==> src/rtl/sifh_hist_sequencer.sv <==
// sifh_hist_sequencer: per-frame clear/accumulate/scan/report controller for one SiFH histogram RAM.
// Define SIFH_SAT_EN to make bin counts saturate instead of wrapping.
module sifh_hist_sequencer #(
    parameter int BIN_W        = 6,
    parameter int PIX_W        = 2,
    parameter int NB           = PIX_W + BIN_W,
    parameter int CNT_W        = 8,
    parameter int FRAME_CYCLES = 1024
) (
    input  logic             clk,
    input  logic             res,
    input  logic             start,
    input  logic             hit_valid,
    input  logic [NB-1:0]    hit_addr,
    output logic             hit_ready,
    input  logic             cycle_tick,
    output logic [NB-1:0]    waddr,
    output logic             wEnable,
    output logic [CNT_W-1:0] wdata,
    output logic [NB-1:0]    raddr,
    output logic             rEnable,
    input  logic [CNT_W-1:0] rdata,
    output logic             busy,
    output logic             peak_valid,
    output logic [PIX_W-1:0] peak_pixel,
    output logic [BIN_W-1:0] peak_bin,
    output logic [CNT_W-1:0] peak_count,
    output logic             frame_done
);
    localparam int TW = $clog2(FRAME_CYCLES + 1);
    localparam logic [TW-1:0] TICK_LAST = TW'(FRAME_CYCLES - 1);

    typedef enum logic [2:0] {IDLE, CLEAR, ACCUM, DRAIN, SCAN, DONE} state_t;

    state_t           state_q;
    logic [NB-1:0]    addr_q, paddr_q, caddr_q;
    logic [TW-1:0]    tick_q;
    logic             pend_q, fwd_q, swept_q, cmp_q;
    logic [CNT_W-1:0] last_q, max_cnt_q, peak_count_q;
    logic [BIN_W-1:0] max_bin_q, peak_bin_q;
    logic [PIX_W-1:0] peak_pixel_q;
    logic             peak_valid_q;

    logic             accept, scan_rd, gt, first;
    logic [BIN_W-1:0] cbin, max_bin_d;
    logic [CNT_W-1:0] max_cnt_d;

    function automatic logic [CNT_W-1:0] inc(input logic [CNT_W-1:0] x);
`ifdef SIFH_SAT_EN
        return (&x) ? x : x + 1'b1;
`else
        return x + 1'b1;
`endif
    endfunction

    always_comb begin
        accept     = state_q == ACCUM && hit_valid;
        scan_rd    = state_q == SCAN && !swept_q;
        hit_ready  = state_q == ACCUM;
        busy       = state_q != IDLE;
        frame_done = state_q == DONE;
        wEnable    = state_q == CLEAR || pend_q;
        waddr      = state_q == CLEAR ? addr_q : (pend_q ? paddr_q : '0);
        // back-to-back hits to one bin read stale RAM data, so reuse the count still being written
        wdata      = pend_q ? inc(fwd_q ? last_q : rdata) : '0;
        rEnable    = accept || scan_rd;
        raddr      = accept ? hit_addr : (scan_rd ? addr_q : '0);
        cbin       = caddr_q[BIN_W-1:0];
        first      = cbin == '0;
        gt         = rdata > max_cnt_q;
        max_bin_d  = first ? '0 : (gt ? cbin : max_bin_q);
        max_cnt_d  = (first || gt) ? rdata : max_cnt_q;
    end

    assign peak_valid = peak_valid_q;
    assign peak_pixel = peak_pixel_q;
    assign peak_bin   = peak_bin_q;
    assign peak_count = peak_count_q;

    always_ff @(posedge clk or negedge res) begin
        if (!res) begin
            state_q      <= IDLE;
            addr_q       <= '0;
            paddr_q      <= '0;
            caddr_q      <= '0;
            tick_q       <= '0;
            pend_q       <= 1'b0;
            fwd_q        <= 1'b0;
            swept_q      <= 1'b0;
            cmp_q        <= 1'b0;
            last_q       <= '0;
            max_cnt_q    <= '0;
            max_bin_q    <= '0;
            peak_valid_q <= 1'b0;
            peak_pixel_q <= '0;
            peak_bin_q   <= '0;
            peak_count_q <= '0;
        end else begin
            peak_valid_q <= 1'b0;
            cmp_q        <= scan_rd;
            caddr_q      <= addr_q;
            if (cmp_q) begin
                max_bin_q <= max_bin_d;
                max_cnt_q <= max_cnt_d;
                if (&cbin) begin
                    peak_valid_q <= 1'b1;
                    peak_pixel_q <= caddr_q[NB-1:BIN_W];
                    peak_bin_q   <= max_bin_d;
                    peak_count_q <= max_cnt_d;
                end
            end
            case (state_q)
                IDLE: begin
                    tick_q  <= '0;
                    addr_q  <= '0;
                    swept_q <= 1'b0;
                    if (start) state_q <= CLEAR;
                end
                CLEAR: begin
                    addr_q <= addr_q + 1'b1;
                    if (&addr_q) state_q <= ACCUM;
                end
                ACCUM: begin
                    pend_q  <= accept;
                    paddr_q <= hit_addr;
                    fwd_q   <= accept && pend_q && hit_addr == paddr_q;
                    if (pend_q) last_q <= wdata;
                    if (cycle_tick) begin
                        tick_q <= tick_q + 1'b1;
                        if (tick_q == TICK_LAST) state_q <= DRAIN;
                    end
                end
                DRAIN: begin
                    pend_q  <= 1'b0;
                    fwd_q   <= 1'b0;
                    state_q <= SCAN;
                end
                SCAN: begin
                    if (!swept_q) begin
                        addr_q <= addr_q + 1'b1;
                        if (&addr_q) swept_q <= 1'b1;
                    end
                    if (peak_valid_q && &peak_pixel_q) state_q <= DONE;
                end
                DONE:    state_q <= IDLE;
                default: state_q <= IDLE;
            endcase
        end
    end
endmodule
==> config.mk <==
export PLATFORM = sky130hd
export DESIGN_NAME = sifh_hist_sequencer
export DESIGN_NICKNAME = d
export VERILOG_FILES = /design/src/rtl/sifh_hist_sequencer.sv
export SDC_FILE = /design/constraint.sdc
export NUM_CORES = 1
export LEC_CHECK = 0
export CORE_UTILIZATION = 48
export CTS_CLUSTER_SIZE = 8
export DETAILED_ROUTE_END_ITERATION = 10
export MAX_ROUTING_LAYER = met4
export PLACE_DENSITY = 0.72
export REMOVE_ABC_BUFFERS = 1
export SLEW_MARGIN = 20
export SYNTH_ARGS = -nofsm -noshare
export SYNTH_HDL_FRONTEND = slang
export SYNTH_SLANG_ARGS = --single-unit
==> constraint.sdc <==
create_clock -name clk -period 4.1 [get_ports clk]
set_input_delay 1.23 -clock clk [delete_from_list [all_inputs] [get_ports clk]]
set_output_delay 1.23 -clock clk [all_outputs]
set_load 0.005 [all_outputs]
==> impl_metrics.tcl, run 1 <==
set metrics [dict create \
    ant_nets 0 \
    crit_arrival_ps 2790 \
    max_stage_delay_ps 490 \
    dieArea_sq_mm 0.00934 \
    synthesis.area_sq_mm 0.00430 \
    synth-seq-cells 81 \
    dp_hpwl_um 7270 \
    cts.clk_slew.worst_paths_ps 80 \
    synthArstFlopShare_pct 100 \
    tightest_slew_ps 733 \
    switching_share_pct 26.0 \
    cts_root_buf "clkbuf_8" \
    synth.distinct_cells 52 \
    crit_family "buffers and inverters" \
    cpMaxStageDelayCell "clkdlybuf4s50_1" \
    fin_skew_ps 12.7 \
    nets 564 \
    numCtsBuffers 9 \
    maxCapViolations 0 \
    die_height_um 96.7 \
    syn_inst 441 \
    antenna_cells 0 \
    gp_congestion 0.921 \
    hold_violations 0 \
    slew_violations 0 \
    pin_count 67 \
    peakVddDrop_v 0.000236 \
    vias_per_cell 5.67 \
    hold_buffers 0 \
    hold_start "caddr_q[7]" \
    synth_ff_type "dfrtp_1" \
    grt_antenna_before_repair 0 \
    clock-sinks 81 \
    port-buffer-count 66 \
    maxSlewHeadroom_pct 51.1 \
    period_share_pct 98.1 \
    final_cell_mix "81 x dfrtp_1, 65 x nand2_1, 55 x clkdlybuf4s50_1" \
    grt_overflow_total 0 \
    synth_edf_count 0 \
    area_growth_pct 28.3 \
    firstDrtPassIters 5 \
    endpoint_kind "output port" \
    core_sq_mm 0.00868 \
    die_width_um 96.7 \
    htree_levels 3 \
    crit_fanout 3 \
    p_comb_share_pct 13.5 \
    synth-seq-area-share_pct 47.1 \
    r2r_start "max_cnt_q[5]" \
    p_int_mw 1.38 \
    critPathKind "in -> out" \
    rows 34 \
    final_cell_area_sq_mm 0.00552 \
    track_usage_pct 24.2 \
    grt_pass1_wl_um 17800 \
    switchingPower_mw 0.484 \
    path_buf_inv 3 \
    cp.required_ps 2870 \
    drc 0 \
    finalSetupViolCount 0 \
    cts_tree "yes" \
    grt_pass1_vias 3642 \
    wl_met3_um 413 \
    hp-class "reg -> reg" \
    worstSetupStartpoint "rdata[5]" \
    yosys_warnings 0 \
    min_period_ps 4020 \
    status "finished clean" \
    final_common_cell "dfrtp_1" \
    start_util_pct 49.6 \
    cts_buffer_depth 2 \
    grt_max_degree 82 \
    clock_latency_ps 340 \
    clockPowerShare_pct 35.4 \
    first_iter_violations 170 \
    max_freq_mhz 249 \
    avgSynthCellArea_sq_um 9.75 \
    cp-start-kind "primary input" \
    routedWlPerCell_um 16.3 \
    num_vias 3656 \
    path_cells "clkdlybuf4s50_1 -> buf_4 -> nand3b_1 -> a222oi_1 -> xor2_1 -> nor2_1 -> clkdlybuf4s15_1" \
    power.leakage_nw 2.61 \
    m1WireLength_um 5030 \
    route.met2.wl_um 4890 \
    rsz0062_at_grt "no" \
    p_per_area_mw_per_mm2 337 \
    finalWirelength_um 10500 \
    n_fill_cell 726 \
    pwr-share-seq_pct 51.1 \
    tns_ps 0 \
    drive_above_1_share_pct 14.9 \
    maxUsedRoutingLayer "met4" \
    placed_cell_area_sq_mm 0.00521 \
]
registers in the layout, summed over array words and instances, names as in the netlist:
name,flops
addr_q,8
caddr_q,8
cmp_q,1
fwd_q,1
last_q,8
max_bin_q,6
max_cnt_q,8
paddr_q,8
peak_bin,6
peak_count,8
peak_pixel,2
peak_valid,1
pend_q,1
state_q,3
swept_q,1
tick_q,11
through the flow:
step / std cells / worst slack, ps / util, % / hold WS [ps] / total power [mW]
4_1_cts: 642 / -20.3 / 63.2 / 444 / 1.87
2_1_floorplan: 421 / 654 / - / 414 / 1.05
5_1_grt: 645 / 0.788 / 63.6 / 488 / 1.96
6_report: 645 / 79.0 / 63.6 / 442 / 1.86
3_3_place_gp: 623 / -344 / 60.0 / 426 / 1.21
3_5_place_dp: 623 / -374 / 60.0 / 423 / 1.22
timing repair:
item,4_1_cts,5_1_grt
setup endpoints to repair,7,4
pin swaps,5,4
gates resized for setup,20,5
hold endpoints to repair,0,0
buffers inserted,3,3
Yosys cell counts, types with 9 or more instances:
master    number  area, sq um
mux2_2        11          124
nand3_1       17         85.1
xor2_1        10         87.6
nand4_1       15         93.8
ha_1          11          138
a22o_1         9         78.8
mux2i_1       14          140
xnor2_1       16          140
dfrtp_1       81         2030
a21oi_1       16         80.1
o21ai_0       29          145
clkbuf_1      12         45.0
nand2_1       65          244
inv_1         21         78.8
nor2_1        22         82.6
cell families after synthesis:
family          synth area share, %
simple gates                   19.0
compound gates                 15.0
flops                          47.1
buf+inv                        4.19
xor+xnor                       5.29
mux                            6.14
fa+ha+maj                      3.20
layout make-up:
class | instances | area [sq um] | area share [%]
clock inverter | 2 | 60.1 | 1.09
sequential | 81 | 2030 | 36.7
timing repair buffer | 100 | 920 | 16.7
clock buffer | 14 | 163 | 2.95
tap | 108 | 135 | 2.45
multi-input combinational | 318 | 2130 | 38.6
inverter | 22 | 82.6 | 1.50
worst min-delay path, cell delays in order (launching register included):
cell and delay (ps):
dfrtp_1 320, nand2_1 40, nand2_1 50
power by group through the flow:
stage,clock [mW],sequential [mW],combinational (mW)
floorplan,0,0.934,0.116
global placement,0,0.963,0.244
detailed placement,0,0.967,0.248
CTS,0.669,0.951,0.254
global route,0.710,0.967,0.281
finish,0.658,0.951,0.251
final timing paths:
kind	to	slack, ps	depth (start not counted)
max in group asynchronous	addr_q[3]	2680	1
max	wdata[7]	80	7
min in group asynchronous	peak_bin[2]	920	1
max reg2reg	peak_count[3]	1620	7
min	peak_pixel[1]	440	2
min reg2reg	peak_pixel[1]	440	2
layer usage:
metal | up-vias | track usage [%]
met4 | 0 | 8.27
li1 | 1756 | -
met5 | - | -
met3 | 18 | 3.40
met2 | 108 | 35.8
met1 | 1774 | 34.3
Note: power is estimated with default switching activity, not from simulation.
==> inputs of run 2 (changes only) <==
--- a/config.mk
+++ b/config.mk
@@ -5,11 +5,13 @@
 export SDC_FILE = /design/constraint.sdc
 export NUM_CORES = 1
 export LEC_CHECK = 0
+export CAP_MARGIN = 20
+export CORE_MARGIN = 1.5
 export CORE_UTILIZATION = 48
 export CTS_CLUSTER_SIZE = 8
 export DETAILED_ROUTE_END_ITERATION = 10
 export MAX_ROUTING_LAYER = met4
-export PLACE_DENSITY = 0.72
+export PLACE_DENSITY = 0.79
 export REMOVE_ABC_BUFFERS = 1
 export SLEW_MARGIN = 20
 export SYNTH_ARGS = -nofsm -noshare
==> run 2 against run 1 <==
  * Combinational power barely moved
  * Largest power group unchanged
  * Critical path type unchanged
  * Non-clock buffer count shrank 1
  * Final cell count is 0.16% lower
  * First-iteration DRC count rose by 27%
  * Worst hold slack better by 9.0 ps
  * Clock skew increased by 3.8 ps
  * Sequential power hardly changed
  * Fmax rose by 1.4%
  * Wire length decreased by 3.2%
  * Highest routed layer unchanged
  * Via count fell by 0.49%
  * Clock-buffer cell count shrank 5
==> impl_metrics.tcl, run 2 (synthesized netlist as in run 1, its figures left out) <==
set metrics [dict create \
    status "finished clean" \
    vias_per_cell 5.65 \
    dp_hpwl_um 7330 \
    grt_pass1_vias 3561 \
    antenna_cells 0 \
    hold_violations 0 \
    ant_nets 0 \
    grt_overflow_total 0 \
    cts.clk_slew.worst_paths_ps 80 \
    n_fill_cell 726 \
    port-buffer-count 66 \
    path_cells "dlygate4sd2_1 -> buf_4 -> nand4b_1 -> buf_4 -> nand2_1 -> xor2_1 -> nor2_1 -> clkdlybuf4s50_1" \
    dp_slack_ps -321 \
    period_share_pct 96.7 \
    regMostFlops "tick_q" \
    area_growth_pct 27.5 \
    htree_levels 3 \
    tightest_slew_ps 724 \
    cts_tree "yes" \
    crit_arrival_ps 2740 \
    final_cell_mix "81 x dfrtp_1, 65 x nand2_1, 56 x clkdlybuf4s50_1" \
    maxCapViolations 0 \
    clock_latency_ps 350 \
    nets 563 \
    cts_buffer_depth 2 \
    drc 0 \
    cp.required_ps 2870 \
    gp_congestion 0.952 \
    num_vias 3638 \
    clock-sinks 81 \
    start_util_pct 49.3 \
    power.leakage_nw 2.58 \
    routedWlPerCell_um 15.8 \
    rsz0062_at_grt "no" \
    final_common_cell "dfrtp_1" \
    cp-start-kind "primary input" \
    min_period_ps 3970 \
    maxSlewHeadroom_pct 51.7 \
    pin_count 67 \
    critPathKind "in -> out" \
    cts_root_buf "clkbuf_8" \
    placed_cell_area_sq_mm 0.00523 \
    p_per_area_mw_per_mm2 336 \
    hold_buffers 0 \
    power.total_mw 1.84 \
    dieArea_sq_mm 0.00954 \
    die_height_um 97.7 \
    grt_pass1_wl_um 17700 \
    max_stage_delay_ps 520 \
    core_sq_mm 0.00872 \
    final_cell_area_sq_mm 0.00549 \
    cpMaxStageDelayCell "clkdlybuf4s50_1" \
    rows 34 \
    fin_skew_ps 16.5 \
    crit_family "buffers and inverters" \
    utilization_pct 62.9 \
    die_width_um 97.7 \
    path_buf_inv 4 \
    grt_antenna_before_repair 0 \
    endpoint_kind "output port" \
    max_freq_mhz 252 \
    grt_max_degree 82 \
    firstDrtPassIters 4 \
    largest_reg_flops 11 \
    drive_above_1_share_pct 14.6 \
    crit_fanout 2 \
    worst_slack_ps 134 \
    peakVddDrop_v 0.000214 \
    track_usage_pct 23.4 \
    finalSetupViolCount 0 \
    numCtsBuffers 9 \
    slew_violations 0 \
    first_iter_violations 216 \
    finalWirelength_um 10200 \
    cp_common_cell "buf_4" \
    hp-class "reg -> reg" \
]
## run 2: worst reg2reg max path, cell delays in order, from the launching register on
cell      delay [ps]
dfrtp_1          380
inv_1             70
ha_1             290
nor2b_1          140
o211ai_1         300
a211oi_4         180
o31ai_4          480
buf_4            270
mux2i_1          200
## run 2: path summary, 6_finish.rpt
path / start / endpoint / slack, ps / depth (start not counted)
worst max-delay path: rdata[0] / wdata[3] / 130 / 8
worst min-delay path: caddr_q[7] / peak_pixel[1] / 450 / 2
worst max register to register: max_cnt_q[1] / max_cnt_q[1] / 1740 / 8
worst min register to register: caddr_q[7] / peak_pixel[1] / 450 / 2
max in group asynchronous: res / addr_q[4] / 2680 / 1
min in group asynchronous: res / peak_count[5] / 890 / 1
## run 2: power breakdown
part | total (mW) | internal, mW | leakage, nW | switching [mW]
sequential | 0.954 | 0.862 | 0.979 | 0.0921
clock | 0.637 | 0.343 | 0.109 | 0.295
combinational | 0.252 | 0.137 | 1.49 | 0.115
total | 1.84 | 1.34 | 2.58 | 0.502
## run 2: repair_timing
item / CTS / global route
buffers inserted: 2 / 0
gates resized for setup: 17 / 2
hold endpoints to repair: 0 / 0
endpoints found under the setup margin: 7 / 2
pin swaps: 6 / 5
## run 2: stage by stage
stage / TNS (ps) / instances / hold WS, ps
floorplan: 0 / 421 / 414
global placement: -1200 / 626 / 426
detailed placement: -1440 / 626 / 430
CTS: 0 / 644 / 453
global route: 0 / 644 / 485
finish: 0 / 644 / 451
## run 2: final cells by class
type	count	area, sq um	area share, %
inverter	22	82.6	1.51
clock inverter	7	95.1	1.73
sequential	81	2030	36.9
tap	108	135	2.46
timing repair buffer	99	903	16.5
clock buffer	9	124	2.26
multi-input combinational	318	2120	38.6
## run 2: layer usage
layer	vias to the layer above	GRT usage (%)	wire (um)
met3	8	4.82	477
li1	1762	-	-
met2	104	34.6	4760
met5	-	-	0
met4	0	6.48	83
met1	1764	32.9	4840
==> inputs of run 3 (changes only) <==
--- a/config.mk
+++ b/config.mk
@@ -12,6 +12,7 @@
 export DETAILED_ROUTE_END_ITERATION = 10
 export MAX_ROUTING_LAYER = met4
 export PLACE_DENSITY = 0.79
+export RECOVER_POWER = 25
 export REMOVE_ABC_BUFFERS = 1
 export SLEW_MARGIN = 20
 export SYNTH_ARGS = -nofsm -noshare
==> run 3 against run 2 <==
  * Total power fell by 0.19%
  * Largest power group unchanged
  * Critical endpoint unchanged
  * The flow now finishes with violations (capacitance limit, slew limit)
  * Critical path depth did not move
  * Clock skew barely moved
  * Global-route usage did not move
  * Die area did not move
  * First-iteration DRC count rose by 9.7%
  * Sequential power barely moved
  * Combinational power barely moved
==> impl_metrics.tcl, run 3 (synthesized netlist as in run 1, its figures left out) <==
set metrics [dict create \
    max_freq_mhz 252 \
    fin_skew_ps 16.4 \
    num_vias 3648 \
    clock_latency_ps 350 \
    final_cell_mix "81 x dfrtp_1, 65 x nand2_1, 56 x clkdlybuf4s50_1" \
    routedWlPerCell_um 15.7 \
    worst_slack_ps 132 \
    dp_cells 626 \
    status "complete, but fails checks" \
    min_period_ps 3970 \
    vias_per_cell 5.66 \
    cp.required_ps 2870 \
    power.total_mw 1.84 \
    maxSlewHeadroom_pct -31.1 \
    tightest_slew_ps 1970 \
    ant_nets 0 \
    crit_arrival_ps 2740 \
    area_growth_pct 27.1 \
    die_width_um 97.7 \
    hp-class "reg -> reg" \
    grt_pass1_wl_um 17700 \
    nets 563 \
    cts.clk_slew.worst_paths_ps 80 \
    grt_max_degree 82 \
    crit_fanout 2 \
    final_common_cell "dfrtp_1" \
    p_per_area_mw_per_mm2 336 \
    finalSetupViolCount 0 \
    pin_count 67 \
    largest_reg_flops 11 \
    utilization_pct 62.7 \
    cts_buffer_depth 2 \
    endpoint_kind "output port" \
    core_sq_mm 0.00872 \
    track_usage_pct 23.4 \
    dp_slack_ps -321 \
    rsz0062_at_grt "no" \
    peakVddDrop_v 0.000213 \
    rows 34 \
    grt_overflow_total 0 \
    port-buffer-count 66 \
    violations "capacitance limit, slew limit" \
    dp_hpwl_um 7330 \
    clock-sinks 81 \
    power.leakage_nw 2.57 \
    antenna_cells 0 \
    grt_pass1_vias 3561 \
    dieArea_sq_mm 0.00954 \
    regMostFlops "tick_q" \
    firstDrtPassIters 5 \
    finalWirelength_um 10100 \
    grt_antenna_before_repair 0 \
    start_util_pct 49.3 \
    slew_violations 82 \
    htree_levels 3 \
    critPathKind "in -> out" \
    maxCapViolations 1 \
    n_fill_cell 732 \
    drive_above_1_share_pct 14.0 \
    drc 0 \
    cts_root_buf "clkbuf_8" \
    die_height_um 97.7 \
    hold_violations 0 \
    first_iter_violations 237 \
    numCtsBuffers 9 \
    gp_congestion 0.952 \
    tns_ps 0 \
    final_cells 644 \
    cts_tree "yes" \
    period_share_pct 96.8 \
    cp-start-kind "primary input" \
]
-- run 3: worst paths after layout --
check                                  start            end  slack (ps)  cells after the start
worst max-delay path                rdata[0]       wdata[3]         130                      8
worst min-delay path              caddr_q[7]  peak_pixel[1]         450                      2
worst max register to register  max_cnt_q[1]   max_cnt_q[1]        1720                      8
worst min register to register    caddr_q[7]  peak_pixel[1]         450                      2
max in group asynchronous                res     caddr_q[4]        1500                      1
min in group asynchronous                res  peak_count[5]        1420                      1
-- run 3: report_power, final --
part / switching [mW] / internal [mW] / leakage, nW
logic: 0.115 / 0.136 / 1.48
registers: 0.0917 / 0.862 / 0.979
clock network: 0.293 / 0.343 / 0.109
-- run 3: critical path, cell delays in order --
cell and delay [ps]:
dlygate4sd2_1 240, buf_4 130, nand4b_1 110, buf_4 130, nand2_1 80, xor2_1 180, nor2_1 110, clkdlybuf4s50_1 520
-- run 3: area by class of cell --
cell class | instances | area, sq um | share of cell area [%]
Multi-Input combinational cell | 318 | 2120 | 38.8
Sequential cell | 81 | 2030 | 37.1
Timing Repair Buffer | 99 | 886 | 16.2
Tap cell | 108 | 135 | 2.47
Clock buffer | 9 | 124 | 2.26
Clock inverter | 7 | 95.1 | 1.74
Inverter | 22 | 82.6 | 1.51
-- run 3: what timing repair did --
action / CTS / global route
buffers inserted: 2 / 0
gates resized for setup: 17 / 2
pin swaps: 6 / 5
endpoints found under the setup margin: 7 / 2
hold buffers: 0 / 0
-- run 3: routing by layer --
| layer | GRT usage, % | wire (um) | vias to the layer above |
|---|---|---|---|
| met2 | 34.6 | 4740 | 99 |
| met5 | - | 0 | - |
| li1 | - | - | 1762 |
| met4 | 6.48 | 97 | 0 |
| met1 | 32.9 | 4800 | 1779 |
| met3 | 4.82 | 468 | 8 |
-- run 3: per-stage QoR --
step / area (sq um) / hold WS, ps
after floorplan: 4200 / 414
after global placement: 5230 / 426
after detailed placement: 5230 / 430
after CTS: 5480 / 453
after global routing: 5470 / 485
final: 5470 / 446
